$ cat src/rtl/blockade_vram_arbiter.sv
// Blockade VRAM arbiter: shares one single-port synchronous RAM between the
// video fetch path and the 8080 CPU. Video always wins; the CPU is stalled
// through READY until it gets a slot (only in vblank unless CPU_ANYTIME=1).
//
// Ports:
//   clk, reset                 clock, synchronous active-high reset
//   ce_vid, vblank, vid_addr   video fetch strobe, blank window, fetch address
//   vid_data                   registered video read data
//   cpu_req, cpu_we, cpu_addr, cpu_wdata   CPU access request (level)
//   cpu_ready                  combinational 8080 READY (low = stall)
//   cpu_ack                    one-clk pulse, the clk after a CPU issue
//   cpu_rdata                  registered CPU read data
//   ram_addr, ram_we, ram_wdata  combinational RAM port (issue cycle only)
//   ram_rdata                  RAM read data, valid one clk after address
module blockade_vram_arbiter #(
    parameter bit CPU_ANYTIME = 1'b0
) (
    input  logic       clk,
    input  logic       reset,
    input  logic       ce_vid,
    input  logic       vblank,
    input  logic [9:0] vid_addr,
    output logic [7:0] vid_data,
    input  logic       cpu_req,
    input  logic       cpu_we,
    input  logic [9:0] cpu_addr,
    input  logic [7:0] cpu_wdata,
    output logic       cpu_ready,
    output logic       cpu_ack,
    output logic [7:0] cpu_rdata,
    output logic [9:0] ram_addr,
    output logic       ram_we,
    output logic [7:0] ram_wdata,
    input  logic [7:0] ram_rdata
);

    localparam int unsigned AW = 10;
    localparam int unsigned DW = 8;

    typedef enum logic [1:0] {
        S_IDLE,
        S_VID,
        S_CPU
    } state_t;

    state_t          state;
    state_t          state_nxt;
    logic            vid_pend;
    logic [AW-1:0]   vid_addr_q;
    logic            cpu_done;
    logic            cpu_we_q;
    logic            vid_issue;
    logic            cpu_issue;

    // State register
    always_ff @(posedge clk) begin
        if (reset) begin
            state <= S_IDLE;
        end else begin
            state <= state_nxt;
        end
    end

    // Issue decision and RAM port drive. The port is free whenever no CPU
    // access is completing, so the VID cycle doubles as the slot in which a
    // CPU request that lost to video gets issued.
    always_comb begin
        state_nxt = S_IDLE;
        vid_issue = 1'b0;
        cpu_issue = 1'b0;
        ram_addr  = '0;
        ram_we    = 1'b0;
        ram_wdata = '0;
        if (!reset && state != S_CPU) begin
            if (ce_vid || vid_pend) begin
                vid_issue = 1'b1;
                state_nxt = S_VID;
                ram_addr  = vid_pend ? vid_addr_q : vid_addr;
            end else if (cpu_req && !cpu_done && (vblank || CPU_ANYTIME)) begin
                cpu_issue = 1'b1;
                state_nxt = S_CPU;
                ram_addr  = cpu_addr;
                ram_we    = cpu_we;
                ram_wdata = cpu_wdata;
            end
        end
    end

    // Ready stays low until the access has completed for this request
    assign cpu_ready = ~cpu_req | cpu_done;

    // Pending video fetch, CPU handshake flags and read-data capture
    always_ff @(posedge clk) begin
        if (reset) begin
            vid_pend   <= 1'b0;
            vid_addr_q <= '0;
            cpu_done   <= 1'b0;
            cpu_we_q   <= 1'b0;
            cpu_ack    <= 1'b0;
            vid_data   <= '0;
            cpu_rdata  <= '0;
        end else begin
            // A strobe not consumed by this cycle's issue is held for later
            if (ce_vid && !(vid_issue && !vid_pend)) begin
                vid_pend   <= 1'b1;
                vid_addr_q <= vid_addr;
            end else if (vid_issue) begin
                vid_pend   <= 1'b0;
            end

            cpu_ack <= cpu_issue;
            if (cpu_issue) begin
                cpu_we_q <= cpu_we;
            end

            if (state == S_VID) begin
                vid_data <= DW'(ram_rdata);
            end

            // Done blocks re-issue while the CPU keeps the request asserted
            if (state == S_CPU) begin
                if (!cpu_we_q) begin
                    cpu_rdata <= DW'(ram_rdata);
                end
                cpu_done <= 1'b1;
            end else if (!cpu_req) begin
                cpu_done <= 1'b0;
            end
        end
    end

endmodule

$ cat config.mk
export PLATFORM = sky130hd
export DESIGN_NAME = blockade_vram_arbiter
export DESIGN_NICKNAME = d
export VERILOG_FILES = /design/src/rtl/blockade_vram_arbiter.sv
export SDC_FILE = /design/constraint.sdc
export NUM_CORES = 1
export LEC_CHECK = 0
export CORE_ASPECT_RATIO = 1.4
export CORE_MARGIN = 5
export CORE_UTILIZATION = 36
export CTS_BUF_LIST = sky130_fd_sc_hd__clkbuf_8
export CTS_CLUSTER_DIAMETER = 200
export DETAILED_ROUTE_END_ITERATION = 16
export GPL_ROUTABILITY_DRIVEN = 0
export PLACE_DENSITY_LB_ADDON = 0.2
export SLEW_MARGIN = 10
export SYNTH_ARGS = -nofsm -noshare
export SYNTH_HDL_FRONTEND = slang
export SYNTH_SLANG_ARGS = --single-unit
$ cat constraint.sdc
create_clock -name clk -period 1.5 [get_ports clk]
set_clock_uncertainty 0.15 [all_clocks]
set_input_delay 0.225 -clock clk [delete_from_list [all_inputs] [get_ports clk]]
set_output_delay 0.225 -clock clk [all_outputs]
set_load 0.02 [all_outputs]
# ---- Word level (Yosys, flattened, before mapping)
# Index checks and enable logic that the tools add are counted.
# Widths: inputs -> output; s select.
dict set report word_totals {
  register_bits 32
  elab_cells 52
}
dict set report classes {
  eq_ne 4
  n_mux 21
  bitwise 4
  n_reduce_logical 14
}
# op count
set op_table {}
lappend op_table {{$mux 10} 4}
lappend op_table {{$mux 8} 3}
lappend op_table {{$mux 1} 13}
lappend op_table {{$logic_and 1x1->1} 5}
lappend op_table {{$logic_not 1->1} 4}
lappend op_table {{$not 1->1} 3}
lappend op_table {{$reduce_or 3->1} 1}
lappend op_table {{$eq 2x1->1 const B} 1}
lappend op_table {{$eq 2x2->1 const B} 1}
lappend op_table {{$mux 2} 1}
lappend op_table {{$ne 2x1->1 const B} 1}
lappend op_table {{$ne 2x2->1 const B} 1}
lappend op_table {{$reduce_and 2->1} 1}
lappend op_table {{$reduce_bool 2->1} 1}
lappend op_table {{$reduce_or 2->1} 1}
lappend op_table {{$logic_or 1x1->1} 1}
lappend op_table {{$or 1x1->1} 1}

# ---- Longest topological paths before layout
dict set report logic_depth {
  ltp_word 7
  ltp_mapped 5
  ltp_nobuf 3
}

# ---- Worst setup path after synthesis
# OpenSTA, ideal clock, no wires.
dict set report synth_timing {
  path_type {flip-flop to output port}
  from {reg state[1]}
  to {out ram_addr[0]}
  arrival_time_ns 1.454
  t_required_ns 1.125
  path_slack_ns -0.329
  path_stages_with_launch 6
  path_cell_list {dfxtp_1 > nor2b_1 > buf_2 > or3b_1 > buf_2 > o2bb2ai_1}
}
dict set report synth_between {
  elab_chain_len 3
}
# item line_no
set synth_lines {}
lappend synth_lines {{start: declaration} 46} ;# state_t state;
lappend synth_lines {{start signal: assignment} 60} ;# state <= state_nxt;
lappend synth_lines {{$ne 2x2->1} 74} ;# if (!reset && state != S_CPU) begin
lappend synth_lines {{$logic_and 1x1->1} 74}
lappend synth_lines {{$mux 10} 74}
lappend synth_lines {{end: declaration} 31} ;# output logic [9:0] ram_addr,
# Every way passes these cells.

# ---- Final worst setup path
dict set report layout_timing {
  from {reg vid_pend}
  to {out ram_addr[5]}
}
dict set report layout_between {
  elab_chain_len 3
  word_cells_on_any_way 4
  classes_between {mux (3); reduce/logical (1)}
}
# item line_no
set layout_lines {}
lappend layout_lines {{start: declaration} 48} ;# logic vid_pend;
lappend layout_lines {{start signal: assignment} 95} ;# vid_pend <= 1'b0;
lappend layout_lines {{start signal: assignment} 105} ;# vid_pend <= 1'b1;
lappend layout_lines {{start signal: assignment} 108} ;# vid_pend <= 1'b0;
lappend layout_lines {{$mux 10 or $logic_or 1x1->1 (tied branches)} {78, 75}}
lappend layout_lines {{$mux 10 *} 75} ;# if (ce_vid || vid_pend) begin
lappend layout_lines {{$mux 10 *} 74}
# Every way passes the cells marked *; elsewhere a longest branch is shown, timed or not.

==> key figures <==
Clock network
  – Root buffer cell: clkbuf_8
  – Sinks on Clock Net: 32
  – TritonCTS clock tree: built
  – CTS Buf Count: 5
  – Skew-Pair Late Insertion Delay: roughly 0.28 ns
  – CTS H-tree lvls: 2
  – CTS max path bufs: 2
  – Count of hold-fix buffers inserted at cts: 0
  – Worst-path clk slew: around 0.070 ns

Finish
  – NumNets Final: between 300 and 400
  – Area Overhead vs Synth: 104.8%
  – Diode count: 0
  – Fillers: roughly 260
  – Area of the multi-input gates: between 1000 and 1500 um^2
  – Layout cells sized above 1: about two fifths
  – Sequential cell area: approximately 640 um^2

Floorplanning
  – Initial Util: a little under two fifths
  – Die Width: between 60 and 70 um
  – # rows: 27
  – Die H: about 86 um
  – Std-Cell Core Area: between 3000 and 4000 um^2
  – IO Count: 79
  – Die area: between 5000 and 6000 um^2

Critical path
  – Arrival @ worst endpoint: about 1.7 ns
  – Slowest CP cell: or3b_4
  – Most used cell, CP: buf_6
  – WP buf/inv: 3
  – CP Depth: 6
  – Cell family with most CP delay: simple AND/OR/NAND/NOR gates
  – Critical Path RT: approximately 1.1 ns
  – CP cell instances: or2_4 > buf_6 > or3b_4 > buf_12 > o2bb2ai_4 > buf_6
  – Worst Setup End Kind: output port
  – Crit-path max cell delay: ~0.43 ns
  – Crit path kind: reg2out
  – Critical path fanouts, max: 6
  – Cells on worst reg2reg path: 6
  – Setup crit start kind: flop

Hold path
  – Worst hold path class: in2reg
  – Hold Path Stages: 3

Logic synthesis
  – Post-synth EDFFs: 0
  – Post-synth top flop: dfxtp_1
  – Ys async rst share: 0%
  – Syn nets: around 200
  – Ranking of synthesized cells by area: dfxtp_1 (43%), mux2i_1 (18%), o2111ai_1 (5.9%)
  – Synth cell types: 23
  – Top-area cell type share of the netlist area: a little over two fifths
  – Most frequent cell after synthesis: dfxtp_1
  – Post-Syn Area: approximately 1500 um^2
  – Area leader, netlist: dfxtp_1
  – Syn Area/Cell: 9.460 um^2
  – #FFs+latches synth: 32
  – Mapped Cells: between 150 and 200
  – Synth cell count leaders: dfxtp_1 (32), mux2i_1 (26), nor2_1 (17)
  – Register area share after synthesis: a little over two fifths
  – YS warnings: 0

Outcome
  – Violated checks: negative setup slack
  – Status: finished, violations left

Routing
  – DRT Pass-1 Iters: 4
  – Mean routed wirelength per cell: 17.09 um
  – Via Count: 1651
  – DRC errors left: 0
  – Via-per-instance ratio: roughly 5.3
  – ANT nets after route: 0
  – Initial DRC Count: between 50 and 60
  – WL final: approximately 5.3 mm

STA
  – Final worst slack: -0.5817 ns
  – Hold Violations, Final: 0
  – Unrepaired setup endpoints after global routing: yes
  – Period utilization: 138.8%
  – # setup viols final: 20
  – Post-Route Setup TNS: -10.55 ns
  – Slew margin rel.: 78.31%
  – Minimum clock period: 2.082 ns
  – Slew @ Worst Pin: approximately 0.32 ns
  – Slew Viols, Final: 0
  – Fmax: 480.4 MHz

Global route
  – Initial antenna violation count: 0
  – M2 GR Usage: a little over a third
  – Pin count of the biggest net entering global routing: 23
  – Vias in the first global route: 1794
  – Global-route wire length before repair: between 8 and 9 mm
  – GRT Util Overall: about a fifth
  – Met1 Use GR: roughly 18%
  – Met3 Use GR: under 10%
  – Grt peak-use layer: met2
  – Total congestion overflow: 0

Placement
  – Setup WS pre-CTS: -1.097 ns
  – Hpwl dp: between 3 and 4 mm
  – # port buffers: just under 80

Power and ir drop
  – Worst IR drop on VDD: ~0.84 mV
  – Leakage: approximately 1.3 nW
  – Pwr per Cell Area: a little over 700 nW/um^2

Flow run
  – Max-cap viol count: 0
registers in the layout, indices dropped and copies added (netlist names):
name	count
vid_addr_q	10
vid_data	8
state	2
cpu_done	1
cpu_ack	1
cpu_we_q	1
cpu_rdata	8
vid_pend	1
worst reg2reg max path, stage by stage (launching register included):
cell      delay, ns
dfxtp_2        0.32
nand2b_4       0.16
nor4_4         0.33
buf_4          0.17
buf_8          0.12
buf_6          0.11
mux2_4         0.29
placed cells by master, fill, tap and decap left out, types with 2 or more instances in the layout:
cell type / instances
clkbuf_16: 2
o21ai_2: 8
a21oi_1: 2
clkbuf_8: 5
nor2_1: 17
o2bb2ai_4: 10
o2111ai_1: 10
dlygate4sd2_1: 18
mux2i_1: 25
buf_4: 22
inv_1: 3
buf_12: 3
dfxtp_2: 3
buf_6: 29
dfxtp_1: 29
o21ai_1: 2
and2_4: 9
clkdlybuf4s50_1: 38
dlymetal6s2s_1: 2
nand2b_4: 2
nand2_1: 11
power breakdown:
group	switching (mW)	leakage (nW)	total, mW	internal [mW]
Combinational	0.224	1.00	0.508	0.284
Sequential	0.0117	0.261	0.885	0.873
Clock	0.309	0.0593	0.795	0.486
Total	0.545	1.32	2.19	1.64
metrics by stage:
| step | instance area (um^2) | instances | power (mW) | hold WS, ns | utilization (%) |
|---|---|---|---|---|---|
| CTS | 2903 | 303 | 2.169 | 0.3186 | 73.44 |
| global placement | 2659 | 285 | 1.350 | 0.2950 | 67.27 |
| floorplan | 1715 | 157 | 1.104 | 0.2155 | - |
| detailed placement | 2659 | 285 | 1.362 | 0.3062 | 67.27 |
| finish | 3042 | 309 | 2.188 | 0.1688 | 76.95 |
| global route | 3042 | 309 | 2.277 | 0.1730 | 76.95 |
repair_timing:
| item | in CTS | in global routing |
|---|---|---|
| resized for setup | 147 | 35 |
| endpoints found under the setup margin | 48 | 37 |
| gates cloned | 2 | 1 |
| pin swaps | 3 | 9 |
| setup buffers | 10 | 10 |
per-layer routing:
layer | vias up | part of all wire [%]
li1 | 774 | -
met1 | 802 | 35
met4 | 0 | 1.3
met5 | - | 0
met2 | 67 | 56
met3 | 8 | 7.1
cells by family (layout without fill, tap and decap cells):
group / after synthesis / in the layout / synth area share [%]
and+or+nand+nor: 47 / 47 / 16.51
DFF: 32 / 32 / 43.13
AOI/OAI and AO/OA: 34 / 34 / 16.76
buffers and inverters: 17 / 126 / 5.307
muxes: 27 / 27 / 18.28
area by class of cell:
cell class,count,area share [%]
timing repair buffer,116,38.96
multi-input combinational,108,34.31
sequential,32,21.18
clock buffer,5,2.262
tap,43,1.769
clock inverter,3,1.275
inverter,2,0.2468
final timing paths:
path         slack (ns)            end          start
min                0.17       cpu_done        cpu_req
max               -0.58    ram_addr[5]       vid_pend
max reg2reg       -0.26       cpu_we_q       cpu_done
min reg2reg        0.31  vid_addr_q[7]  vid_addr_q[7]
Note: power is estimated with default switching activity, not from simulation.
